<file path="config.mk">
export PLATFORM = sky130hd
export DESIGN_NAME = writeback_arbiter
export DESIGN_NICKNAME = d
export VERILOG_FILES = /design/src/rtl/writeback_arbiter_pkg.sv /design/src/rtl/writeback_arbiter_rr_arbiter.sv /design/src/rtl/writeback_arbiter.sv
export SDC_FILE = /design/constraint.sdc
export NUM_CORES = 1
export LEC_CHECK = 0
export ABC_AREA = 1
export ABC_CLOCK_PERIOD_IN_PS = 14950
export BUFFER_PORTS_ARGS = -buffer_cell sky130_fd_sc_hd__clkbuf_2
export CORE_ASPECT_RATIO = 1.1
export CORE_MARGIN = 4
export CORE_UTILIZATION = 50
export DETAILED_ROUTE_END_ITERATION = 16
export GPL_TIMING_DRIVEN = 0
export PLACE_DENSITY = 0.76
export SYNTH_ARGS = -nofsm -noshare
export SYNTH_HDL_FRONTEND = slang
export SYNTH_HIERARCHICAL = 1
export SYNTH_SLANG_ARGS = --single-unit
export TNS_END_PERCENT = 20
</file>
<file path="constraint.sdc">
create_clock -name clock -period 14.95 [get_ports clock]
set_input_delay 2.2425 -clock clock [delete_from_list [all_inputs] [get_ports clock]]
set_output_delay 2.2425 -clock clock [all_outputs]
set_load 0.05 [all_outputs]
</file>
<file path="src/rtl/writeback_arbiter_pkg.sv">
// Shared widths and functional-unit ids used by the scoreboard and the writeback arbiter.
package writeback_arbiter_pkg;

   localparam int unsigned REG_ADDR_W = 5;
   localparam int unsigned UNIT_W     = 2;
   localparam int unsigned ROW_W      = 5;

   typedef enum logic [UNIT_W-1:0] {
      UnitAlu = 2'd0,
      UnitMem = 2'd1,
      UnitMul = 2'd2,
      UnitDiv = 2'd3
   } unit_id_e;

   localparam logic [UNIT_W-1:0] ALU = UnitAlu;
   localparam logic [UNIT_W-1:0] MEM = UnitMem;
   localparam logic [UNIT_W-1:0] MUL = UnitMul;
   localparam logic [UNIT_W-1:0] DIV = UnitDiv;

endpackage

</file>
<file path="src/rtl/writeback_arbiter_rr_arbiter.sv">
// Combinational round-robin arbiter: first requester at or above ptr_i, wrapping to 0.
module rr_arbiter #(
   parameter int unsigned N    = 4,
   parameter int unsigned PtrW = 2
) (
   input  logic [N-1:0]    req_i,
   input  logic [PtrW-1:0] ptr_i,
   output logic [N-1:0]    grant_o
);

   int              pos;
   logic [PtrW-1:0] sel;
   logic            found;

   always_comb begin
      grant_o = '0;
      found   = 1'b0;
      pos     = 0;
      sel     = '0;
      for (int k = 0; k < int'(N); k++) begin
         pos = int'(ptr_i) + k;
         if (pos >= int'(N)) pos = pos - int'(N);
         sel = PtrW'(pos);
         if (!found && req_i[sel]) begin
            grant_o[sel] = 1'b1;
            found        = 1'b1;
         end
      end
   end

endmodule

</file>
<file path="src/rtl/writeback_arbiter.sv">
// Writeback arbiter: one holding slot per unit, round-robin drain to a registered broadcast.
// Optional owner check on scoreboard clears is enabled by defining SCOREBOARD_OWNER_CHECK_EN.
module writeback_arbiter
   import writeback_arbiter_pkg::*;
#(
   parameter int unsigned NUM_UNITS = 4,
   parameter int unsigned DATA_W    = 32
) (
   input  logic                             clock,
   input  logic                             reset,
   input  logic [NUM_UNITS-1:0]             fu_valid,
   output logic [NUM_UNITS-1:0]             fu_ready,
   input  logic [NUM_UNITS*REG_ADDR_W-1:0]  fu_addr,
   input  logic [NUM_UNITS*ROW_W-1:0]       fu_row,
   input  logic [NUM_UNITS*DATA_W-1:0]      fu_data,
   output logic [REG_ADDR_W-1:0]            sb_query_addr,
   input  logic                             sb_pending,
   input  logic [UNIT_W-1:0]                sb_unit,
   input  logic [ROW_W-1:0]                 sb_row,
   output logic                             wb_valid,
   output logic [REG_ADDR_W-1:0]            wb_addr,
   output logic [UNIT_W-1:0]                wb_unit,
   output logic [DATA_W-1:0]                wb_data,
   output logic                             clear_enable,
   output logic [REG_ADDR_W-1:0]            clear_addr
);

   logic [NUM_UNITS-1:0]  slot_valid_q, slot_valid_d;
   logic [REG_ADDR_W-1:0] slot_addr_q [NUM_UNITS];
   logic [REG_ADDR_W-1:0] slot_addr_d [NUM_UNITS];
   logic [ROW_W-1:0]      slot_row_q  [NUM_UNITS];
   logic [ROW_W-1:0]      slot_row_d  [NUM_UNITS];
   logic [DATA_W-1:0]     slot_data_q [NUM_UNITS];
   logic [DATA_W-1:0]     slot_data_d [NUM_UNITS];

   logic [UNIT_W-1:0]     rr_ptr_q, rr_ptr_d;
   logic                  wb_valid_q, wb_valid_d;
   logic [REG_ADDR_W-1:0] wb_addr_q, wb_addr_d;
   logic [UNIT_W-1:0]     wb_unit_q, wb_unit_d;
   logic [DATA_W-1:0]     wb_data_q, wb_data_d;
   logic                  clear_q, clear_d;

   logic [NUM_UNITS-1:0]  grant;
   logic                  grant_any;
   logic [UNIT_W-1:0]     grant_idx;
   logic [REG_ADDR_W-1:0] g_addr;
   logic [ROW_W-1:0]      g_row;
   logic [DATA_W-1:0]     g_data;

   rr_arbiter #(
      .N    (NUM_UNITS),
      .PtrW (UNIT_W)
   ) u_rr_arbiter (
      .req_i   (slot_valid_q),
      .ptr_i   (rr_ptr_q),
      .grant_o (grant)
   );

   always_comb begin
      grant_any = 1'b0;
      grant_idx = '0;
      for (int u = 0; u < int'(NUM_UNITS); u++) begin
         if (grant[u]) begin
            grant_any = 1'b1;
            grant_idx = UNIT_W'(u);
         end
      end
   end

   assign g_addr   = slot_addr_q[grant_idx];
   assign g_row    = slot_row_q[grant_idx];
   assign g_data   = slot_data_q[grant_idx];
   assign fu_ready = ~slot_valid_q | grant;

   // A granted slot frees and may be refilled on the same edge.
   always_comb begin
      for (int u = 0; u < int'(NUM_UNITS); u++) begin
         slot_valid_d[u] = slot_valid_q[u];
         slot_addr_d[u]  = slot_addr_q[u];
         slot_row_d[u]   = slot_row_q[u];
         slot_data_d[u]  = slot_data_q[u];
         if (grant[u]) slot_valid_d[u] = 1'b0;
         if (fu_valid[u] && fu_ready[u]) begin
            slot_valid_d[u] = 1'b1;
            slot_addr_d[u]  = fu_addr[u*REG_ADDR_W +: REG_ADDR_W];
            slot_row_d[u]   = fu_row[u*ROW_W +: ROW_W];
            slot_data_d[u]  = fu_data[u*DATA_W +: DATA_W];
         end
      end
   end

   always_comb begin
      rr_ptr_d = rr_ptr_q;
      if (grant_any) begin
         rr_ptr_d = (int'(grant_idx) == int'(NUM_UNITS) - 1) ? '0 : grant_idx + 1'b1;
      end
   end

   // Register 0 results drain silently.
   always_comb begin
      wb_valid_d = grant_any && (g_addr != '0);
      wb_addr_d  = wb_addr_q;
      wb_unit_d  = wb_unit_q;
      wb_data_d  = wb_data_q;
      if (wb_valid_d) begin
         wb_addr_d = g_addr;
         wb_unit_d = grant_idx;
         wb_data_d = g_data;
      end
   end

`ifdef SCOREBOARD_OWNER_CHECK_EN
   assign sb_query_addr = grant_any ? g_addr : '0;
   // A stale WAW result still broadcasts but must not clear a newer owner's pending bit.
   assign clear_d = wb_valid_d && sb_pending && (sb_unit == grant_idx) && (sb_row == g_row);
`else
   logic unused_sb;
   assign unused_sb     = ^{sb_pending, sb_unit, sb_row, g_row};
   assign sb_query_addr = '0;
   assign clear_d       = wb_valid_d;
`endif

   always_ff @(posedge clock or posedge reset) begin
      if (reset) begin
         slot_valid_q <= '0;
         for (int u = 0; u < int'(NUM_UNITS); u++) begin
            slot_addr_q[u] <= '0;
            slot_row_q[u]  <= '0;
            slot_data_q[u] <= '0;
         end
         rr_ptr_q   <= '0;
         wb_valid_q <= 1'b0;
         wb_addr_q  <= '0;
         wb_unit_q  <= '0;
         wb_data_q  <= '0;
         clear_q    <= 1'b0;
      end else begin
         slot_valid_q <= slot_valid_d;
         for (int u = 0; u < int'(NUM_UNITS); u++) begin
            slot_addr_q[u] <= slot_addr_d[u];
            slot_row_q[u]  <= slot_row_d[u];
            slot_data_q[u] <= slot_data_d[u];
         end
         rr_ptr_q   <= rr_ptr_d;
         wb_valid_q <= wb_valid_d;
         wb_addr_q  <= wb_addr_d;
         wb_unit_q  <= wb_unit_d;
         wb_data_q  <= wb_data_d;
         clear_q    <= clear_d;
      end
   end

   assign wb_valid     = wb_valid_q;
   assign wb_addr      = wb_addr_q;
   assign wb_unit      = wb_unit_q;
   assign wb_data      = wb_data_q;
   assign clear_enable = clear_q;
   assign clear_addr   = wb_addr_q;

endmodule
</file>
## After elaboration in Yosys (flattened, before gate mapping)

Cells that the tools add are included.

| storage, ports and cells | value |
|---|---|
| flip-flop bits (word level) | 194 |
| input bits | 182 |
| output and inout bits | 55 |
| word-level logic and storage cells | 114 |

| cells by class | value |
|---|---|
| add/sub/neg operators | 8 |
| order comparisons | 13 |
| eq/ne operators | 1 |
| muxes and demuxes | 49 |
| bitwise logic cells | 6 |
| reductions and logical operators | 20 |

Operator list:

| operator | count |
|---|---|
| 32-bit binary-select mux with 2-bit select | 1 |
| 32-bit 2-to-1 mux | 2 |
| 1-bit 2-to-1 mux | 24 |
| 4-bit 2-to-1 mux | 4 |
| 4-bit bitwise OR | 4 |
| 2-bit 2-to-1 mux | 7 |
| 3-bit >= comparator, second input constant | 4 |
| 1-bit logical AND | 12 |
| 2-bit by 3-bit < comparator with 1-bit output, second input constant | 4 |
| 5-bit binary-select mux with 2-bit select | 1 |
| 5-bit 2-to-1 mux | 2 |
| 1-bit binary-select mux with 2-bit select | 4 |
| 1-bit demux with 2-bit select | 4 |
| 2-bit by 1-bit >= comparator with 1-bit output, second input constant | 4 |
| 2-bit nonzero test | 4 |
| 2-bit by 1-bit subtractor with 2-bit output, second input constant | 4 |
| 2-bit by 2-bit adder with 3-bit output, second input constant | 2 |
| 5-bit nonzero test | 1 |
| 4-bit inverter | 1 |
| 2-bit by 1-bit adder with 3-bit output, second input constant | 1 |
| 2-bit by 3-bit >= comparator with 1-bit output, second input constant | 1 |
| 1-bit zero test | 3 |
| 2-bit inverter with 3-bit output | 1 |
| 2-bit by 1-bit adder with 2-bit output, second input constant | 1 |
| 2-bit by 1-bit equality test with 1-bit output, second input constant | 1 |

## Longest topological paths before layout

| logic depth | value |
|---|---|
| depth in word-level cells | 23 |
| depth in mapped cells | 22 |
| depth with buffers taken out | 20 |

## By module

Netlist, hierarchy kept.

Modules (own cells, without submodules):

| module | instances | cells an instance | area an instance (um2) | sequential area each (um2) |
|---|---|---|---|---|
| writeback_arbiter | 1 | 927 | 8617.0 | 4854.7 |
| rr_arbiter | 1 | 73 | 396.6 | 0.0 |

## Worst setup path after synthesis

OpenSTA, ideal clock, no wires.

| path | value |
|---|---|
| path kind | reg2out |
| start point | register rr_ptr_q[0] |
| end point | output port fu_ready[3] |
| arrival | 2.251 ns |
| path slack | 10.456 ns |
| cell stages (with the launch flop) | 13 |
| path buffers | 1 |
| cell sequence | dfrtp_1 -> inv_2 -> ha_1 -> inv_1 -> nand3_1 -> nand2_1 -> nand2_4 -> inv_2 -> nand3_1 -> nand3_1 -> inv_2 -> clkbuf_1 -> nand2_1 |

| between the ends | value |
|---|---|
| cells in the longest elaborated chain, start to end | 15 |

Ends and longest elaborated chain:

| what | RTL line | text |
|---|---|---|
| start: declaration | writeback_arbiter.sv:36 | `logic [UNIT_W-1:0] rr_ptr_q, rr_ptr_d;` |
| start signal: assignment | writeback_arbiter.sv:144 | `rr_ptr_q <= rr_ptr_d;` |
| branches (longest 13 deep; another with 2-bit by 1-bit adder with 3-bit output) | -- |  |
| 4-bit 2-to-1 mux (*) | writeback_arbiter_rr_arbiter.sv:24 | `if (!found && req_i[sel]) begin` |
| net grant[3] | writeback_arbiter.sv:43 | `logic [NUM_UNITS-1:0] grant;` |
| 4-bit bitwise OR (*) | writeback_arbiter.sv:73 | `assign fu_ready = ~slot_valid_q \| grant;` |
| end: declaration | writeback_arbiter.sv:12 | `output logic [NUM_UNITS-1:0] fu_ready,` |

Mark *: on every way through the listed nets, which the timed path passes. The select of a mux whose other input is x is not followed.

## Final worst setup path

Same ends and word-level chain as after synthesis.

==> results.py <==
metrics = {
    "finish": {
        "drive_gt1_share_pct": 28.6,
        "design_area_um2": 11000,
        "seq_area_um2": 4850,
        "diodes": 0,
        "fillers": 1552,
        "area_growth_pct": 22.2,
        "multi_input_area_um2": 3470,
        "fin_util_pct": 62.3,
        "fin_nets": 1416,
        "stdcell_count": 1478,
    },
    "cts": {
        "clk_pin_slew_ns": 0.07,
        "hold_buffers": 0,
        "cts_buffers": 17,
        "clk_latency_ns": 0.43,
        "clock-root-buffer": "clkbuf_16",
        "cts_tree": "yes",
        "h-tree-depth": 4,
        "postCtsSetupBuffers": 0,
        "cts.sinks": 194,
        "clk_path_buf_depth": 2,
        "cts_resized": 0,
    },
    "yosys": {
        "synth_warnings": 6,
        "synth.area.top_cells": "dfrtp_1 54%, mux2_2 9.4%, nand2_1 7.4%",
        "synth_top_area_share_pct": 53.9,
        "yosysTopAreaCell": "dfrtp_1",
        "synthArstFlopShare_pct": 100,
        "netlist_instances": 1000,
        "synth_edf_count": 0,
        "ys.flop_type": "dfrtp_1",
        "synth_cell_types": 26,
        "syn_area_um2": 9010,
        "synth_common_cells": "194 x dfrtp_1, 178 x nand2_1, 108 x a21oi_1, 95 x o21ai_0, 92 x nor2_1",
        "yosysMostFrequentCell": "dfrtp_1",
        "ys_seq_elements": 194,
        "avgSynthCellArea_um2": 9.01,
        "synth.yosys.seq_area_share_pct": 53.9,
    },
    "drt": {
        "drtIter0Drc": 491,
        "vias": 7698,
        "viasPerCell": 5.21,
        "post_drt_wl_per_cell_um": 16.9,
        "wl_um": 25000,
        "ant_nets": 0,
        "drc": 0,
        "first_pass_iters": 5,
    },
    "floorplanning": {
        "num_rows": 51,
        "die_w_um": 136,
        "fp.coreArea_um2": 17700,
        "ios": 237,
        "die-area_um2": 20200,
        "fp.dieH_um": 149,
        "start_util_pct": 51.0,
    },
    "global_routing": {
        "grt_pass1_vias": 7725,
        "grt-ovfl-total": 0,
        "grt_max_degree": 128,
        "grt_use_total_pct": 25.2,
        "grt_pass1_wl_um": 39400,
        "antenna_found_initial": 0,
    },
    "timing": {
        "rsz0062_at_grt": "no",
        "tightest_slew_ns": 1.14,
        "setup_viol": 0,
        "clock_skew_ns": 0.0121,
        "max_slew_margin_pct": 24.1,
        "fmax_mhz": 175,
        "finalCritPeriodShare_pct": 38.1,
        "fin_tns_setup_ns": 0,
        "drv_slew": 0,
        "finalCriticalPeriod_ns": 5.70,
        "hold_viol": 0,
    },
    "run_status": {
        "status": "finished clean",
    },
    "place": {
        "placed_cell_area_um2": 10400,
        "portBuffers": 203,
        "place_congestion": 0.921,
        "hpwl_um": 18100,
        "dp_cells": 1446,
    },
    "worst_setup_path": {
        "critPathMaxFanout": 12,
        "crit_arrival_ns": 3.46,
        "endpoint_kind": "output port",
        "path_class": "flip-flop to output port",
        "required_ns": 12.71,
        "cp-start-kind": "flip-flop",
    },
    "min_path": {
        "hold_path_class": "flip-flop to flip-flop",
    },
    "flow_run": {
        "drv_cap": 0,
    },
}
==> cells in the final DEF (no fill, tap or decap), types with 3 or more instances in the layout <==
cell	n
buf_4	15
buf_2	11
buf_1	3
buf_6	3
inv_6	3
o21ai_0	95
dfrtp_1	194
bufinv_16	4
clkbuf_16	17
mux2_2	75
inv_1	90
nand2_1	178
ha_1	7
nand3_1	70
nor2_1	92
nand2_2	4
clkbuf_1	39
a21oi_1	108
conb_1	5
inv_2	4
clkbuf_2	203
==> state kept, by name (all words and copies together), names as in the netlist <==
| register | count |
|---|---|
| clear_addr | 5 |
| slot_addr_q | 20 |
| slot_valid_q | 4 |
| slot_data_q | 128 |
| rr_ptr_q | 2 |
| wb_unit | 2 |
| clear_enable | 1 |
| wb_data | 32 |
==> final cells by class <==
cell class / instances / share of cell area (%)
clock buffer: 21 / 4.18
sequential: 194 / 44.1
tap: 238 / 2.70
inverter: 95 / 3.31
clock inverter: 11 / 1.58
multi-input combinational: 646 / 31.5
buffer: 69 / 3.19
timing repair buffer: 204 / 9.48
==> per-stage QoR <==
step	hold WS, ns	worst slack [ns]
CTS	0.475	9.26
detailed placement	0.457	9.73
global placement	0.453	5.27
global route	0.495	8.97
finish	0.473	9.25
floorplan	0.470	7.42
==> cells by family (layout without fill, tap and decap cells) <==
family / after synthesis / count (layout) / share of synthesized area, %
other: 1 / 5 / 0.0416
and+or+nand+nor: 353 / 353 / 16.4
adders and majority gates: 7 / 7 / 0.972
DFF: 194 / 194 / 53.9
buffers and inverters: 164 / 400 / 7.86
muxes: 75 / 75 / 9.37
AOI/OAI and AO/OA: 206 / 206 / 11.5
==> worst paths after layout <==
check                       startpoint               to  slack, ns  cells past startpoint
setup / recovery           rr_ptr_q[0]      fu_ready[3]       9.25                     13
hold / removal             wb_data[17]      wb_data[17]       0.47                      2
setup reg to reg           rr_ptr_q[0]      wb_data[15]      10.87                     17
hold reg to reg            wb_data[17]      wb_data[17]       0.47                      2
max in group asynchronous        reset  slot_data_q[45]      12.08                      3
min in group asynchronous        reset  slot_data_q[29]       1.85                      2
==> metal layers <==
| layer | up-vias | GRT usage (%) | wire (um) |
|---|---|---|---|
| met1 | 3694 | 32.9 | 10600 |
| met3 | 30 | 6.01 | 1810 |
| met5 | - | 0 | 0 |
| li1 | 3697 | - | - |
| met2 | 277 | 42.4 | 12300 |
| met4 | 0 | 6.35 | 304 |
==> worst max-delay path, stage by stage (launching register included) <==
cell	delay, ns
dfrtp_1	0.60
inv_2	0.17
ha_1	0.38
inv_1	0.09
nand3_1	0.09
nand2_1	0.10
nand2_4	0.10
inv_2	0.05
nand3_1	0.06
nand3_1	0.13
inv_2	0.16
clkbuf_1	0.52
nand2_1	0.26
clkbuf_2	0.31
Power is not shown: default switching activity piles up to over one toggle a cycle in this logic, so the estimate is an artifact.
